### src/rtl/jt12_param_acc.sv
// jt12_param_acc: FM carrier-operator accumulator for the YM2203/2612/2610
// family. Sums one sample frame of operator results, latches the result.
//
// Ports:
//   clk        system clock
//   rst        synchronous active-high reset
//   clk_en     operand-rate enable; all state moves only when high
//   op_result  signed operator output for the current slot (WIN bits)
//   s1..s4_enters  operator-position flags for the current slot
//   alg        algorithm of the current slot's channel
//   pan        [1] left enable, [0] right enable (STEREO=1 only)
//   zero       first slot of a frame
//   snd_l      signed left/mono sample (WOUT bits)
//   snd_r      signed right sample, mirrors snd_l when STEREO=0
//   sample     one-clk pulse after a frame boundary: snd_* updated
//   sync_err   sticky: frame ran past NSLOT slots without zero

module jt12_param_acc #(
  parameter int WIN    = 14,
  parameter int WACC   = 18,
  parameter int WOUT   = 16,
  parameter int STEREO = 1,
  parameter int NSLOT  = 24
) (
  input  logic                   clk,
  input  logic                   rst,
  input  logic                   clk_en,
  input  logic signed [WIN-1:0]  op_result,
  input  logic                   s1_enters,
  input  logic                   s2_enters,
  input  logic                   s3_enters,
  input  logic                   s4_enters,
  input  logic [2:0]             alg,
  input  logic [1:0]             pan,
  input  logic                   zero,
  output logic signed [WOUT-1:0] snd_l,
  output logic signed [WOUT-1:0] snd_r,
  output logic                   sample,
  output logic                   sync_err
);

  localparam int CW = $clog2(NSLOT + 1);

  localparam logic [CW-1:0] SLOT_MAX = CW'(NSLOT);
  localparam logic [CW-1:0] SLOT_ONE = CW'(1);

  localparam logic signed [WACC-1:0] ACC_MAX =
    {1'b0, {(WACC-1){1'b1}}};
  localparam logic signed [WACC-1:0] ACC_MIN =
    {1'b1, {(WACC-1){1'b0}}};

  logic signed [WACC-1:0] acc_l;
  logic signed [WACC-1:0] acc_r;
  logic        [CW-1:0]   cnt;

  logic                   sum_en;
  logic                   gate_l;
  logic                   gate_r;
  logic signed [WACC-1:0] op_ext;
  logic signed [WACC-1:0] add_l;
  logic signed [WACC-1:0] add_r;
  logic signed [WACC-1:0] nxt_l;
  logic signed [WACC-1:0] nxt_r;

  // s3 never decides carrier status in any algorithm
  logic unused_s3;
  assign unused_s3 = s3_enters;

  // Add with one guard bit, clamp on overflow.
  function automatic logic signed [WACC-1:0] sat_add(
    input logic signed [WACC-1:0] a,
    input logic signed [WACC-1:0] b
  );
    logic [WACC:0] s;
    s = {a[WACC-1], a} + {b[WACC-1], b};
    if (s[WACC] != s[WACC-1])
      sat_add = s[WACC] ? ACC_MIN : ACC_MAX;
    else
      sat_add = s[WACC-1:0];
  endfunction

  // Carrier decode: which operator positions reach the output
  always_comb begin
    sum_en = 1'b0;
    unique case (alg)
      3'd0, 3'd1,
      3'd2, 3'd3: sum_en = s4_enters;
      3'd4:       sum_en = s2_enters | s4_enters;
      3'd5, 3'd6: sum_en = ~s1_enters;
      default:    sum_en = 1'b1;
    endcase
  end

  always_comb begin
    op_ext = {{(WACC-WIN){op_result[WIN-1]}}, op_result};
    gate_l = sum_en & ((STEREO == 0) | pan[1]);
    gate_r = sum_en & (STEREO != 0) & pan[0];
    add_l  = gate_l ? op_ext : '0;
    add_r  = gate_r ? op_ext : '0;
  end

  // A boundary slot reloads with its own operand, it does not clear
  always_comb begin
    nxt_l = add_l;
    nxt_r = add_r;
    if (!zero) begin
      nxt_l = sat_add(acc_l, add_l);
      nxt_r = sat_add(acc_r, add_r);
    end
  end

  always_ff @(posedge clk) begin
    if (rst) begin
      acc_l    <= '0;
      acc_r    <= '0;
      snd_l    <= '0;
      snd_r    <= '0;
      sample   <= 1'b0;
      sync_err <= 1'b0;
      cnt      <= '0;
    end else begin
      // strobe is a plain clk pulse, not held by clk_en
      sample <= clk_en & zero;
      if (clk_en) begin
        acc_l <= nxt_l;
        acc_r <= nxt_r;
        if (zero) begin
          snd_l <= acc_l[WACC-1 -: WOUT];
          snd_r <= (STEREO != 0) ?
                   acc_r[WACC-1 -: WOUT] :
                   acc_l[WACC-1 -: WOUT];
          cnt   <= SLOT_ONE;
        end else if (cnt == SLOT_MAX) begin
          sync_err <= 1'b1;
        end else begin
          cnt <= cnt + SLOT_ONE;
        end
      end
    end
  end

endmodule

### config.mk
export PLATFORM = sky130hd
export DESIGN_NAME = jt12_param_acc
export DESIGN_NICKNAME = d
export VERILOG_FILES = /design/src/rtl/jt12_param_acc.sv
export SDC_FILE = /design/constraint.sdc
export NUM_CORES = 1
export LEC_CHECK = 0
export BUFFER_PORTS_ARGS = -buffer_cell sky130_fd_sc_hd__buf_4
export CORE_UTILIZATION = 55
export DETAILED_ROUTE_END_ITERATION = 10
export GPL_ROUTABILITY_DRIVEN = 0
export PLACE_DENSITY = 0.82
export REMOVE_ABC_BUFFERS = 1
export SETUP_SLACK_MARGIN = 0.5
export SKIP_CTS_REPAIR_TIMING = 1
export SLEW_MARGIN = 20
export SYNTH_ARGS = -nofsm -noshare
export SYNTH_HDL_FRONTEND = slang
export SYNTH_SLANG_ARGS = --single-unit
### constraint.sdc
create_clock -name clk -period 9 [get_ports clk]
set_clock_uncertainty 0.05 [all_clocks]
set_input_delay 1.8 -clock clk [delete_from_list [all_inputs] [get_ports clk]]
set_output_delay 1.8 -clock clk [all_outputs]
set_load 0.05 [all_outputs]
==> run_results.csv <==
group,metric,value,unit
worst_setup_path,r2r_setup_slack,5700,ps
status,status,"complete, no violations",
sta,fin_crit_sh,63.7,%
clock_tree,clock_path_buffers,2,
floorplan,die-area,9740,um2
worst_setup_path,slowest_delay,640,ps
clock_tree,cts-root-buf,"clkbuf_8",
floorplan,die_w,98.7,um
sta,slew_viol_final,0,
clock_tree,cts_sinks,75,
clock_tree,clk_pin_slew,80,ps
clock_tree,ctsHtreeMaxLevel,3,
sta,hold_viol,0,
worst_setup_path,reg2regPathDepth,9,
placed_design,portBuffers,59,
global_routing,grt_max_degree,78,
worst_setup_path,crit_family,"compound AO/OA/AOI/OAI gates",
placed_design,dp_cells,769,
drt,via_per_inst,6.46,
floorplan,start_util,57.9,%
sta,worst_pin_slew,901,ps
sta,setup_viol,0,
synth,async_reset_ff_share,0,%
worst_setup_path,crit_slowest_cell,"o21ai_2",
synth,syn_inst,628,
sta,slew_headroom,39.7,%
pwr,vdd_drop_max,0.000109,V
worst_setup_path,setup.worst_path.class,"in2reg",
sta,fin_crit,5730,ps
drt,routedWlPerCell,17.2,um
hold_path,holdCritStartpoint,"snd_r[10]",
floorplan,rows,34,
worst_setup_path,cp_common_cell,"o21ai_0",
worst_setup_path,cp.required,9140,ps
global_routing,antenna_found_initial,0,
drt,antenna_left,0,
worst_setup_path,cp_max_fo,16,
global_routing,grt_pass1_wl,22600,um
final_layout,nets,739,
worst_setup_path,worst_setup_path_start_kind,"input pin",
synth,synthFlopType,"dfxtp_1",
drt,drc,0,
synth,synth_top_area_share,29.2,%
synth,yosysUniqueCellTypes,73,
final_layout,fillers,773,
global_routing,grt_pass1_vias,4994,
synth,synth_edf_count,0,
synth,yosys_warnings,0,
synth,synth_seq_area_share,29.2,%
job,drv.max_cap_violation_count,0,
hold_path,hold_end,"snd_r[10]",
pwr,leakage,2.42,nW
clock_tree,clk_latency,360,ps
synth,synth_top_area_cell,"dfxtp_1",
worst_setup_path,crit_path_end_kind,"flip-flop",
worst_setup_path,critPathBufInv,1,
synth,ys_ff_latch,75,
final_layout,seq_area,1500,um2
placed_design,post-dp-hpwl,9330,um
drt,wl,13500,um
sta,max_freq,175,MHz
worst_setup_path,arrival,5870,ps
worst_setup_path,r2r-start,"acc_r[0]",
sta,fin_hold_ws,405,ps
floorplan,core,8890,um2
synth,synthTopCellsByArea,"dfxtp_1 29%, ha_1 9.2%, nand2_1 6.2%",
drt,dr_total_vias,5068,
floorplan,ios,61,
drt,drtIter0Drc,227,
synth,postSynthAreaPerCell,8.19,um2
global_routing,track_usage,28.5,%
synth,syn_area,5140,um2
worst_setup_path,r2r-end,"acc_r[0]",
final_layout,multi_input_area,3400,um2
drt,drtPass1Iterations,6,
worst_setup_path,path_cells,"buf_4, o31a_1, o21ai_0, nor2_1, and2_1, ha_1, fa_1, a211oi_1, o21ai_0, a31oi_1, o2111ai_1, and3_1, o21ai_2, a41oi_1",
hold_path,hold_path_depth,2,
pwr,power.density,151,nW/um2
final_layout,area_delta_synth_final,13.9,%
global_routing,grt-ovfl-total,0,
final_layout,fin_cells,784,
clock_tree,cts_tree,"yes",
hold_path,hp-class,"reg2reg",
floorplan,die_h,98.7,um
final_layout,diodes,0,
sta,rsz0062_at_grt,"false",
final_layout,layout-drive-gt1-share,14.1,%
clock_tree,numCtsBuffers,9,
sta,fin_tns_setup,0,ps
layout make-up:
cell class                      count  area share (%)
Timing Repair Buffer               66            8.46
Sequential cell                    75            25.6
Tap cell                          108            2.31
Multi-Input combinational cell    502            58.0
Clock buffer                       10            2.35
Clock inverter                      5            2.14
Inverter                           18            1.15
worst register-to-register path: stages (launching register included):
cell and delay (ps):
dfxtp_1 320, ha_1 240, fa_1 440, a211oi_1 280, o21ai_0 240, a31oi_1 240, o2111ai_1 230, and3_1 250
o21ai_2 640, a31oi_1 200
flip-flops by register name, indices dropped and copies added, names as in the netlist:
name      cells
acc_l        18
acc_r        18
snd_l        16
snd_r        16
cnt           5
sample        1
sync_err      1
kinds of logic after synthesis:
kind of cell,synth area share (%)
AOI/OAI and AO/OA,29.7
xor gates and xnor gates,5.28
adders and majority gates,10.4
buffers and inverters,4.79
DFF,29.2
muxes,0.584
and+or+nand+nor,20.0
worst max-delay path by stage:
stage,slack [ps],startpoint,endpoint,cells after the start
after global placement,3000,alg[1],acc_r[13],14
after floorplan,3800,alg[1],acc_r[15],13
after CTS,3350,alg[1],acc_r[0],14
final,3270,alg[1],acc_r[16],14
after detailed placement,2960,alg[1],acc_r[16],14
after global routing,2940,alg[1],acc_r[13],14
power breakdown:
group / internal [W] / switching [W]
Clock: 0.000218 / 0.000128
Combinational: 0.0000726 / 0.000109
Sequential: 0.000346 / 0.0000111
Total: 0.000637 / 0.000248
synth_stat cells (10+ instances only):
master	number
nand3_1	22
nor3_1	11
o211ai_1	10
a22oi_1	31
and3_1	10
a21o_1	13
inv_1	17
and2_1	30
a21oi_1	55
nor2_1	24
clkbuf_1	22
a31oi_1	29
o21ai_0	17
ha_1	38
nand2_1	85
xnor2_1	15
xor2_1	11
dfxtp_1	75
routing by layer:
layer / GRT usage [%] / wire, um / vias up
met2: 50.1 / 6770 / 185
met4: 11.9 / 319 / 0
met1: 33.4 / 5560 / 2416
li1: - / - / 2429
met5: 0 / 0 / -
met3: 6.24 / 802 / 38
through the flow:
stage / setup slack [ps] / utilization [%] / total power (W) / cell area [um2]
final: 3270 / 65.9 / 0.000885 / 5860
after global routing: 2940 / 65.9 / 0.000922 / 5860
after CTS: 3350 / 65.9 / 0.000885 / 5860
after detailed placement: 2960 / 62.9 / 0.000544 / 5600
after global placement: 3000 / 62.9 / 0.000536 / 5600
after floorplan: 3800 / - / 0.000488 / 4960
layout by cell type (no fill, tap or decap), types with 3 or more instances in the layout:
| cell | instances |
|---|---|
| mux2i_1 | 3 |
| nand3b_1 | 5 |
| nor3_1 | 11 |
| a21oi_1 | 55 |
| ha_1 | 38 |
| o21ai_0 | 17 |
| buf_4 | 66 |
| o21bai_1 | 4 |
| a31oi_1 | 29 |
| nand2b_1 | 4 |
| inv_1 | 17 |
| o21a_1 | 5 |
| o221ai_1 | 7 |
| o211ai_1 | 10 |
| nand3_1 | 22 |
| a41oi_1 | 5 |
| nand4_1 | 7 |
| a21o_1 | 13 |
| nor2b_1 | 3 |
| dfxtp_1 | 75 |
| bufinv_16 | 4 |
| and2_1 | 30 |
| a22oi_1 | 31 |
| nor2_1 | 24 |
| clkbuf_8 | 10 |
| or3_1 | 3 |
| xor2_1 | 11 |
| nand2_1 | 85 |
| and3_1 | 10 |
| a211oi_1 | 5 |
| xnor2_1 | 15 |
Note: power is estimated with default switching activity, not from simulation.
